[src/rtl/seq_gen_pkg.sv]
// seq_gen_pkg: shared state encoding and default pattern for the serial sequence generator.
package seq_gen_pkg;
    typedef enum logic [1:0] {
        IDLE = 2'b00,
        SEND = 2'b01,
        GAP  = 2'b10,
        DONE = 2'b11
    } state_t;
    localparam logic [3:0] PAT_1011 = 4'b1011;
endpackage

[src/rtl/piso_shift_reg.sv]
// piso_shift_reg: parallel-in serial-out shift register, MSB first, zero fill.
module piso_shift_reg #(
    parameter int W = 4
) (
    input  logic         clk,
    input  logic         reset,
    input  logic         load,
    input  logic         shift,
    input  logic [W-1:0] din,
    output logic         msb
);
    logic [W-1:0] sr;
    always_ff @(posedge clk or posedge reset)
        if (reset)      sr <= '0;
        else if (load)  sr <= din;
        else if (shift) sr <= {sr[W-2:0], 1'b0};
    assign msb = sr[W-1];
endmodule

[src/rtl/sequence_generator.sv]
// sequence_generator: transmits a latched W-bit pattern MSB-first, repeated with optional idle gaps.
module sequence_generator
    import seq_gen_pkg::*;
#(
    parameter int   W        = 4,
    parameter int   CNT_W    = 4,
    parameter logic IDLE_BIT = 1'b0
) (
    input  logic             clk,
    input  logic             reset,
    input  logic             start,
    input  logic             abort,
    input  logic [W-1:0]     pattern,
    input  logic [CNT_W-1:0] repeat_n,
    input  logic [CNT_W-1:0] gap_len,
    output logic             x,
    output logic             x_valid,
    output logic             busy,
    output logic             done,
    output logic [1:0]       state
);
    localparam int BW = $clog2(W);
    localparam logic [BW-1:0] LAST = BW'(W - 1);

    state_t state_q, state_d;
    logic [BW-1:0] bit_cnt;
    logic [CNT_W-1:0] rep_left, gap_cfg, gap_cnt;
    logic [W-1:0] pat_q, load_data;
    logic last, accept, sending, gapping, reload, load, shift, msb;

    assign last = bit_cnt == '0;

    always_ff @(posedge clk or posedge reset)
        if (reset) state_q <= IDLE;
        else       state_q <= state_d;

    always_comb begin
        state_d = state_q;
        case (state_q)
            IDLE:    state_d = start ? SEND : IDLE;
            SEND:    state_d = !last ? SEND : rep_left == '0 ? DONE : gap_cfg != '0 ? GAP : SEND;
            GAP:     state_d = gap_cnt == CNT_W'(1) ? SEND : GAP;
            DONE:    state_d = IDLE;
            default: state_d = IDLE;
        endcase
        if (abort) state_d = IDLE;
    end

    always_comb begin
        accept    = state_q == IDLE && start && !abort;
        sending   = state_q == SEND && !abort;
        gapping   = state_q == GAP && !abort;
        reload    = sending && last && rep_left != '0;
        load      = accept || reload;
        shift     = sending && !last;
        load_data = accept ? pattern : pat_q;
    end

    // Frame parameters are captured once so live input changes cannot disturb a run.
    always_ff @(posedge clk or posedge reset)
        if (reset) begin
            pat_q    <= '0;
            rep_left <= '0;
            gap_cfg  <= '0;
            gap_cnt  <= '0;
            bit_cnt  <= '0;
        end else if (accept) begin
            pat_q    <= pattern;
            rep_left <= repeat_n;
            gap_cfg  <= gap_len;
            bit_cnt  <= LAST;
        end else if (sending) begin
            bit_cnt <= last ? LAST : bit_cnt - 1'b1;
            if (reload) rep_left <= rep_left - 1'b1;
            if (last)   gap_cnt  <= gap_cfg;
        end else if (gapping) begin
            gap_cnt <= gap_cnt - 1'b1;
        end

    always_ff @(posedge clk or posedge reset)
        if (reset) begin
            x_valid <= 1'b0;
            busy    <= 1'b0;
            done    <= 1'b0;
        end else begin
            x_valid <= state_d == SEND;
            busy    <= state_d != IDLE;
            done    <= state_d == DONE;
        end

    piso_shift_reg #(.W(W)) u_piso (
        .clk  (clk),
        .reset(reset),
        .load (load),
        .shift(shift),
        .din  (load_data),
        .msb  (msb)
    );

    assign x     = x_valid ? msb : IDLE_BIT;
    assign state = state_q;
endmodule

[config.mk]
export PLATFORM = sky130hd
export DESIGN_NAME = sequence_generator
export DESIGN_NICKNAME = d
export VERILOG_FILES = /design/src/rtl/seq_gen_pkg.sv /design/src/rtl/piso_shift_reg.sv /design/src/rtl/sequence_generator.sv
export SDC_FILE = /design/constraint.sdc
export NUM_CORES = 1
export LEC_CHECK = 0
export ABC_AREA = 0
export BUFFER_PORTS_ARGS = -buffer_cell sky130_fd_sc_hd__buf_2
export CORE_MARGIN = 2
export CORE_UTILIZATION = 50
export CTS_CLUSTER_DIAMETER = 100
export DETAILED_ROUTE_END_ITERATION = 10
export PLACE_DENSITY = 0.79
export SLEW_MARGIN = 15
export SYNTH_ARGS = -nofsm -noshare
export SYNTH_HDL_FRONTEND = slang
export SYNTH_SLANG_ARGS = --single-unit
export TNS_END_PERCENT = 5
[constraint.sdc]
create_clock -name clk -period 2.7 [get_ports clk]
set_clock_uncertainty 0.05 [all_clocks]
set_input_delay 0.27 -clock clk [delete_from_list [all_inputs] [get_ports clk]]
set_output_delay 0.27 -clock clk [all_outputs]
set_load 0.03 [all_outputs]
==> results of run 1 <==
[worst paths after layout]
path	start	to	slack [ns]	cells past startpoint
worst max-delay path	rep_left[0]	rep_left[1]	0.78	6
worst min-delay path	gap_len[0]	gap_cfg[0]	0.07	3
worst max register to register	rep_left[0]	rep_left[1]	0.78	6
worst min register to register	pat_q[1]	pat_q[1]	0.44	2
max in group asynchronous	reset	rep_left[3]	1.92	2
min in group asynchronous	reset	done	0.08	2
[metrics by stage]
| stage | cell area [um2] | setup slack, ns |
|---|---|---|
| floorplan | 1380 | 0.921 |
| global placement | 1490 | 0.847 |
| detailed placement | 1490 | 0.820 |
| CTS | 1520 | 0.773 |
| global route | 1520 | 0.640 |
| finish | 1520 | 0.782 |
[sequential cells by signal (all words and copies together) (netlist names)]
name       cells
pat_q          4
rep_left       4
u_piso.sr      4
state          2
gap_cfg        4
bit_cnt        2
busy           1
x_valid        1
done           1
gap_cnt        4
[cell families after synthesis]
logic type | share of synthesized area, %
flip-flops | 49.0
adder cells (fa/ha/maj) | 3.63
AO/OA/AOI/OAI | 12.9
XOR/XNOR | 1.91
multiplexers | 2.63
buffers and inverters | 5.72
AND/OR/NAND/NOR | 24.2
[metal layers]
metal | wire, um | vias up | track usage, %
li1 | - | 524 | -
met3 | 110 | 4 | 2.07
met2 | 1220 | 27 | 27.4
met4 | 29 | 0 | 7.14
met1 | 1150 | 502 | 23.6
met5 | 0 | - | 0
[cell type report]
type / count / area, um2
fill: 246 / 1160
inverter: 11 / 41.3
multi-input combinational: 97 / 623
timing repair buffer: 22 / 113
clock inverter: 1 / 7.51
tap: 31 / 38.8
sequential: 27 / 676
clock buffer: 3 / 22.5
[synth_stat cells (2+ instances only)]
library cell   n
nor2b_1        2
ha_1           4
nor3_1         3
nand3b_1       3
dfrtp_1       27
o21ai_0        8
buf_2          3
or3b_2         2
nor2_1         7
buf_6          2
inv_1         11
a22o_1         2
o211ai_1       3
nand3_1        7
a32oi_1        3
a21oi_1        3
nand2_1       27
nand4_1        2
xor2_1         2
[report_power, final]
part / internal, mW / total [mW] / switching (mW)
Clock: 0.0568 / 0.179 / 0.122
Sequential: 0.541 / 0.634 / 0.0937
Combinational: 0.205 / 0.460 / 0.255
[worst register-to-register path: cells and delay by family (launching register included)]
| family | cells | cell delay, ns |
|---|---|---|
| AO/OA/AOI/OAI | 1 | 0.11 |
| adder cells (fa/ha/maj) | 1 | 0.16 |
| buffers and inverters | 1 | 0.07 |
| flip-flops | 1 | 0.43 |
| multiplexers | 1 | 0.33 |
| AND/OR/NAND/NOR | 2 | 0.69 |
==> results.json, run 1 <==
{
  "cp_top_family": "simple AND/OR/NAND/NOR gates",
  "cts_buffers": 3,
  "fin_crit_sh_pct": 71.0,
  "path_buf_inv": 1,
  "max_slew_margin_pct": 34.9,
  "final_antenna_net_count": 0,
  "power_mw": 1.27,
  "finalNonFillerCells": 192,
  "first_global_vias": 1015,
  "setup_viol": 0,
  "die_w_um": 56.5,
  "async_reset_ff_share_pct": 100,
  "critical_path.slowest_cell": "dfrtp_1",
  "max_freq_mhz": 521,
  "layout_min_cycle_time_ns": 1.92,
  "yosysWarnings": 0,
  "antenna_found_initial": 0,
  "syn_to_final_growth_pct": 10.4,
  "synth_area_leaders": "dfrtp_1 49%, nand2_1 7.4%, ha_1 3.6%",
  "criticalPathCategory": "register to register",
  "die_h_um": 56.5,
  "start_util_pct": 51.3,
  "cts_max_path_buffers": 2,
  "gp_congestion": 0.782,
  "dr.pass1.iters": 4,
  "grtUsageTotal_pct": 17.1,
  "syn_area_um2": 1380,
  "max_cap_violations": 0,
  "mostFrequentLayoutCells": "27 x nand2_1, 27 x dfrtp_1, 21 x buf_2, 11 x inv_1, 8 x o21ai_0",
  "via_per_inst": 5.51,
  "finalHoldViolCount": 0,
  "netlist_instances": 140,
  "die_area_um2": 3190,
  "start_kind": "register",
  "seq_area_frac_synth_pct": 49.0,
  "hold_path.class": "primary input to register",
  "dp.final_hpwl_um": 1910,
  "clock-sinks": 27,
  "path_cells": "inv_1 -> ha_1 -> or3b_4 -> and3_1 -> mux2_4 -> o21ai_2",
  "grt_max_degree": 28,
  "drive_gt1_share_pct": 21.7,
  "dp.cells": 188,
  "routed_wl_um": 2510,
  "ys_types": 38,
  "grt_pass1_wl_um": 4310,
  "maxSlewViolCount": 0,
  "postCtsSetupRepairBufs": 0,
  "ys_ff_latch": 27,
  "yosysTopAreaCell": "dfrtp_1",
  "ir_drop_v": 0.000544,
  "required_ns": 2.92,
  "cpPeakStageDelay_ns": 0.43,
  "detail_route.iter0.violations": 39,
  "rsz0062_at_grt": "false",
  "synth_edf_count": 0,
  "rows": 19,
  "cts.repair.resized": 0,
  "drc": 0,
  "ys.flop_type": "dfrtp_1",
  "p_per_area_nw_per_um2": 837,
  "endpoint_kind": "register",
  "syn_nets": 160,
  "vias": 1057,
  "wire_per_inst_um": 13.1,
  "arrival_ns": 2.13,
  "cts_tree": "yes",
  "path_max_fanout": 6,
  "netlist.area_leader.share_pct": 49.0,
  "synth.avg_cell_area_um2": 9.84,
  "status": "finished clean",
  "gr-total-overflow": 0,
  "worstMarginPinSlew_ns": 0.976,
  "nets": 182,
  "path_clk_slew_ns": 0.15,
  "tns_ns": 0,
  "io_pins": 22,
  "p_leak_nw": 0.754,
  "cts_htree_levels": 1,
  "insertedDiodeCount": 0,
  "coreArea_um2": 2690,
  "hold_buffers": 0,
  "io_buffers": 21,
  "holdWs_ns": 0.0750,
  "cts_root_buf": "clkbuf_4",
  "utilization_pct": 56.6,
  "clock_latency_ns": 0.33
}
Power figures use the tool's default switching activity.
==> run 2, diff against run 1 <==
--- a/config.mk
+++ b/config.mk
@@ -5,13 +5,13 @@
 export SDC_FILE = /design/constraint.sdc
 export NUM_CORES = 1
 export LEC_CHECK = 0
-export ABC_AREA = 0
+export ABC_AREA = 1
 export BUFFER_PORTS_ARGS = -buffer_cell sky130_fd_sc_hd__buf_2
 export CORE_MARGIN = 2
 export CORE_UTILIZATION = 50
 export CTS_CLUSTER_DIAMETER = 100
 export DETAILED_ROUTE_END_ITERATION = 10
-export PLACE_DENSITY = 0.79
+export PLACE_DENSITY = 0.81
 export SLEW_MARGIN = 15
 export SYNTH_ARGS = -nofsm -noshare
 export SYNTH_HDL_FRONTEND = slang
==> constraint.sdc (replaced) <==
create_clock -name clk -period 1.6 [get_ports clk]
set_clock_uncertainty 0.05 [all_clocks]
set_input_delay 0.16 -clock clk [delete_from_list [all_inputs] [get_ports clk]]
set_output_delay 0.16 -clock clk [all_outputs]
set_load 0.03 [all_outputs]
==> run 2 against run 1 <==
  * Fmax grew 33%
  * Via count grew 13%
  * Sequential power grew 72%
  * Critical path depth grew 1
  * Synthesized area grew 8.4%
  * Clock power grew 65%
  * Sequential cell count is the same
  * Largest power group unchanged
  * Setup slack lost 0.62 ns
  * Global-route usage grew 0.41 points
  * Utilization grew 3.8 points
  * Cell area grew 11%
  * Die area grew 7.8%
==> results.json, run 2 <==
{
  "hold_path.class": "primary input to register",
  "start_kind": "register",
  "criticalPathCategory": "register to register",
  "gr-total-overflow": 0,
  "drive_gt1_share_pct": 27.0,
  "max_freq_mhz": 696,
  "critical_path.slowest_cell": "dfrtp_1",
  "detail_route.iter0.violations": 24,
  "mostFrequentLayoutCells": "60 x nand2_1, 27 x dfrtp_1, 21 x buf_2, 17 x inv_1, 14 x nor2_1",
  "netlist_instances": 181,
  "syn_to_final_growth_pct": 13.4,
  "postPlaceCellArea_um2": 1610,
  "critPathCapture": "done",
  "final_area_um2": 1690,
  "status": "finished clean",
  "final_antenna_net_count": 0,
  "worstMarginPinSlew_ns": 0.334,
  "cts_max_path_buffers": 2,
  "routed_wl_um": 2620,
  "synth_area_leaders": "dfrtp_1 45%, nand2_1 15%, inv_1 4.3%",
  "ys.flop_type": "dfrtp_1",
  "cp-startpoint": "state[0]",
  "async_reset_ff_share_pct": 100,
  "max_slew_margin_pct": 77.7,
  "first_global_vias": 1084,
  "die_h_um": 58.7,
  "start_util_pct": 53.3,
  "cts_buffers": 3,
  "die_area_um2": 3440,
  "path_clk_slew_ns": 0.13,
  "rows": 19,
  "cp_common_cell": "nor2_1",
  "final_common_cell": "nand2_1",
  "syn_nets": 201,
  "vias": 1198,
  "cpPeakStageDelay_ns": 0.46,
  "io_buffers": 21,
  "coreArea_um2": 2810,
  "endpoint_kind": "register",
  "maxSlewViolCount": 0,
  "rsz0062_at_grt": "false",
  "syn_area_um2": 1490,
  "seq_area_frac_synth_pct": 45.2,
  "path_cells": "nor2_2 -> nand2_4 -> inv_4 -> nor2_1 -> nand2_2 -> inv_2 -> nor2_1",
  "cts_htree_levels": 1,
  "synth.avg_cell_area_um2": 8.25,
  "r2r-start": "state[0]",
  "nets": 232,
  "finalHoldViolCount": 0,
  "path_max_fanout": 17,
  "rr_worst_depth": 7,
  "via_per_inst": 4.95,
  "cts_root_buf": "clkbuf_4",
  "max_cap_violations": 0,
  "tns_ns": 0,
  "dp.final_hpwl_um": 1950,
  "fin_crit_sh_pct": 89.8,
  "dr.pass1.iters": 4,
  "yosysTopAreaCell": "dfrtp_1",
  "setup_viol": 0,
  "yosysMostFrequentCell": "nand2_1",
  "gp_congestion": 0.789,
  "clock_latency_ns": 0.33,
  "regToRegSetupSlack_ns": 0.16,
  "r2r_end": "done",
  "p_per_area_nw_per_um2": 1460,
  "clock-sinks": 27,
  "drc": 0,
  "antenna_found_initial": 0,
  "ir_drop_v": 0.000747,
  "required_ns": 1.81,
  "ys_types": 24,
  "grt_max_degree": 28,
  "insertedDiodeCount": 0,
  "p_leak_nw": 0.924,
  "cts_tree": "yes",
  "yosysWarnings": 0,
  "arrival_ns": 1.65,
  "grtUsageTotal_pct": 17.5,
  "netlist.area_leader.share_pct": 45.2,
  "yosys-top-cells-count": "60 x nand2_1, 27 x dfrtp_1, 17 x inv_1, 14 x nor2_1, 10 x nand3_1",
  "layout_min_cycle_time_ns": 1.44,
  "grt_pass1_wl_um": 4590,
  "io_pins": 22,
  "wire_per_inst_um": 10.8,
  "ys_ff_latch": 27,
  "die_w_um": 58.7,
  "synth_edf_count": 0
}
-- run 2: layer usage --
layer | track usage [%] | share of wire, % | vias up
li1 | - | - | 629
met1 | 23.7 | 49 | 541
met2 | 28.9 | 45 | 22
met3 | 4.18 | 3.9 | 6
met4 | 3.90 | 1.5 | 0
met5 | 0 | 0 | -
-- run 2: worst min path at each step --
stage | slack (ns) | endpoint | cells past startpoint | from
floorplan | 0.16 | bit_cnt[0] | 1 | reset
global placement | 0.18 | gap_cnt[1] | 3 | reset
detailed placement | 0.19 | gap_cnt[1] | 3 | reset
CTS | 0.01 | pat_q[0] | 3 | pattern[0]
global route | 0.009 | pat_q[2] | 3 | pattern[2]
finish | 0.01 | pat_q[0] | 3 | pattern[0]
-- run 2: report_power, final --
group	leakage [nW]	switching (mW)	internal, mW	total, mW
Clock	0.0150	0.198	0.0978	0.296
Sequential	0.336	0.160	0.929	1.09
Combinational	0.573	0.649	0.438	1.09
Total	0.924	1.01	1.46	2.47
-- run 2: cells by family after synthesis --
family          after synthesis  synth area share, %
fa+ha+maj                     4                 3.35
simple gates                107                 34.4
flops                        27                 45.2
xor+xnor                      2                 1.17
buf+inv                      25                 9.05
compound gates               16                 6.78
-- run 2: metrics by stage --
stage	std cells	worst slack (ns)	hold slack (ns)	power, mW	utilization (%)
2_1_floorplan	181	0.209	0.163	1.96	-
6_report	242	0.163	0.0150	2.47	60.4
5_1_grt	242	0.0198	0.00908	2.70	60.4
3_3_place_gp	233	0.180	0.181	2.16	57.5
4_1_cts	242	0.128	0.0127	2.49	60.3
3_5_place_dp	233	0.151	0.188	2.19	57.5
-- run 2: area by class of cell --
cell class	instances	area, um2
sequential	27	676
timing repair buffer	30	185
fill	252	1110
inverter	21	81.3
tap	31	38.8
multi-input combinational	129	687
clock buffer	4	26.3
-- run 2: critical path, delay by kind of cell (launching register included) --
kind / cells / cell delay, ns
buffers and inverters: 2 / 0.24
flip-flops: 1 / 0.46
AND/OR/NAND/NOR: 5 / 0.61
-- run 2: what timing repair did --
| action | in CTS | in global routing |
|---|---|---|
| hold endpoints to repair | 31 | 0 |
| setup buffers | 0 | 0 |
| hold buffers | 5 | 0 |
| resized for setup | 0 | 1 |
| setup endpoints to repair | 0 | 2 |
==> run 3, diff against run 2 <==
--- a/config.mk
+++ b/config.mk
@@ -6,12 +6,13 @@
 export NUM_CORES = 1
 export LEC_CHECK = 0
 export ABC_AREA = 1
-export BUFFER_PORTS_ARGS = -buffer_cell sky130_fd_sc_hd__buf_2
+export CORE_ASPECT_RATIO = 0.8
 export CORE_MARGIN = 2
 export CORE_UTILIZATION = 50
 export CTS_CLUSTER_DIAMETER = 100
 export DETAILED_ROUTE_END_ITERATION = 10
-export PLACE_DENSITY = 0.81
+export DONT_BUFFER_PORTS = 1
+export PLACE_DENSITY = 0.75
 export SLEW_MARGIN = 15
 export SYNTH_ARGS = -nofsm -noshare
 export SYNTH_HDL_FRONTEND = slang
==> run 3 against run 2 <==
  * Fmax is essentially flat
  * Global-route usage rose by 1.2 points
  * Via count fell by 3.0%
  * Highest routed layer unchanged
  * Clock power rose by 30%
==> results.json, run 3 (synthesis gave the netlist of run 2 again) <==
{
  "grt_pass1_wl_um": 4800,
  "clock-sinks": 27,
  "start_kind": "register",
  "via_per_inst": 4.99,
  "cp-startpoint": "state[0]",
  "arrival_ns": 1.60,
  "vias": 1162,
  "mostFrequentLayoutCells": "59 x nand2_1, 27 x dfrtp_1, 17 x inv_1, 14 x nor2_1, 10 x nand3_1",
  "layout_setup_ws_ns": 0.163,
  "worstMarginPinSlew_ns": 0.333,
  "routed_wl_um": 2800,
  "gp_congestion": 0.753,
  "rows": 17,
  "cts_tree": "yes",
  "grtUsageTotal_pct": 18.7,
  "die_area_um2": 3440,
  "wire_per_inst_um": 12.0,
  "final_common_cell": "nand2_1",
  "ir_drop_v": 0.000839,
  "insertedDiodeCount": 0,
  "hold_depth": 4,
  "maxSlewViolCount": 0,
  "place_ws_ns": 0.0797,
  "path_max_fanout": 17,
  "io_pins": 22,
  "dr.pass1.iters": 4,
  "critPathCapture": "u_piso.sr[2]",
  "cts_buffers": 3,
  "max_cap_violations": 0,
  "antenna_found_initial": 0,
  "detail_route.iter0.violations": 32,
  "rr_worst_depth": 7,
  "cts_root_buf": "clkbuf_8",
  "drc": 0,
  "first_global_vias": 1133,
  "cp_common_cell": "nand2_1",
  "start_util_pct": 53.2,
  "path_cells": "nor2_2 -> nand2_4 -> inv_4 -> nand2_1 -> nand2_1 -> nand2_2 -> nand3_2",
  "drive_gt1_share_pct": 20.0,
  "dp.final_hpwl_um": 2030,
  "power_mw": 2.57,
  "layout_min_cycle_time_ns": 1.44,
  "coreArea_um2": 2810,
  "cpPeakStageDelay_ns": 0.45,
  "max_slew_margin_pct": 77.8,
  "r2r_end": "u_piso.sr[2]",
  "io_buffers": 0,
  "clock_latency_ns": 0.27,
  "fin_crit_sh_pct": 89.8,
  "gr-total-overflow": 0,
  "required_ns": 1.77,
  "postCtsSetupRepairBufs": 0,
  "nets": 216,
  "criticalPathCategory": "register to register",
  "cts_max_path_buffers": 2,
  "tns_ns": 0,
  "cts_htree_levels": 1,
  "hold_path.class": "primary input to register",
  "setup_viol": 0,
  "path_clk_slew_ns": 0.09,
  "regToRegSetupSlack_ns": 0.16,
  "status": "finished clean",
  "grt_max_degree": 28,
  "rsz0062_at_grt": "false",
  "finalHoldViolCount": 0,
  "final_antenna_net_count": 0,
  "syn_to_final_growth_pct": 11.7,
  "p_per_area_nw_per_um2": 1540,
  "max_freq_mhz": 696,
  "critical_path.slowest_cell": "dfrtp_1",
  "die_w_um": 65.1,
  "r2r-start": "state[0]",
  "p_leak_nw": 0.863,
  "endpoint_kind": "register",
  "die_h_um": 52.9
}
-- run 3: final cells by class --
class                      instances  area [um2]
fill                             259        1140
multi-input combinational        129         692
sequential                        27         676
timing repair buffer              14         128
inverter                          21        81.3
tap                               38        47.5
clock buffer                       4        45.0
-- run 3: where the power goes --
group	total, mW	leakage, nW	internal, mW	switching, mW
combinational	1.06	0.504	0.423	0.632
sequential	1.13	0.336	0.931	0.198
clock	0.384	0.0228	0.179	0.205
-- run 3: how the worst min path moves through the flow --
stage / from / to
2_1_floorplan: reset / bit_cnt[0]
3_3_place_gp: reset / pat_q[2]
3_5_place_dp: reset / pat_q[3]
4_1_cts: repeat_n[3] / rep_left[3]
5_1_grt: repeat_n[3] / rep_left[3]
6_report: repeat_n[3] / rep_left[3]
-- run 3: stage by stage --
step / instance area [um2] / hold slack [ns] / utilization, % / cells
floorplan: 1490 / 0.163 / - / 181
global placement: 1530 / 0.0774 / 54.3 / 220
detailed placement: 1530 / 0.0845 / 54.3 / 220
CTS: 1660 / 0.0370 / 59.1 / 233
global route: 1670 / 0.0638 / 59.4 / 233
finish: 1670 / 0.0457 / 59.4 / 233
-- run 3: timing repair --
item	in CTS	in global routing
setup endpoints to repair	0	6
resized for setup	0	3
hold buffers	9	0
hold endpoints to repair	35	0
-- run 3: layer usage --
metal	part of all wire (%)	wire, um	track usage, %
met5	0	0	0
met1	46	1290	23.3
met3	5.5	154	5.11
met2	47	1320	32.3
met4	1.1	31	5.56
-- run 3: critical path, delay by kind of cell, from the launching register on --
kind / cells / cell delay (ns)
buffers and inverters: 1 / 0.22
DFF: 1 / 0.45
and+or+nand+nor: 6 / 0.65
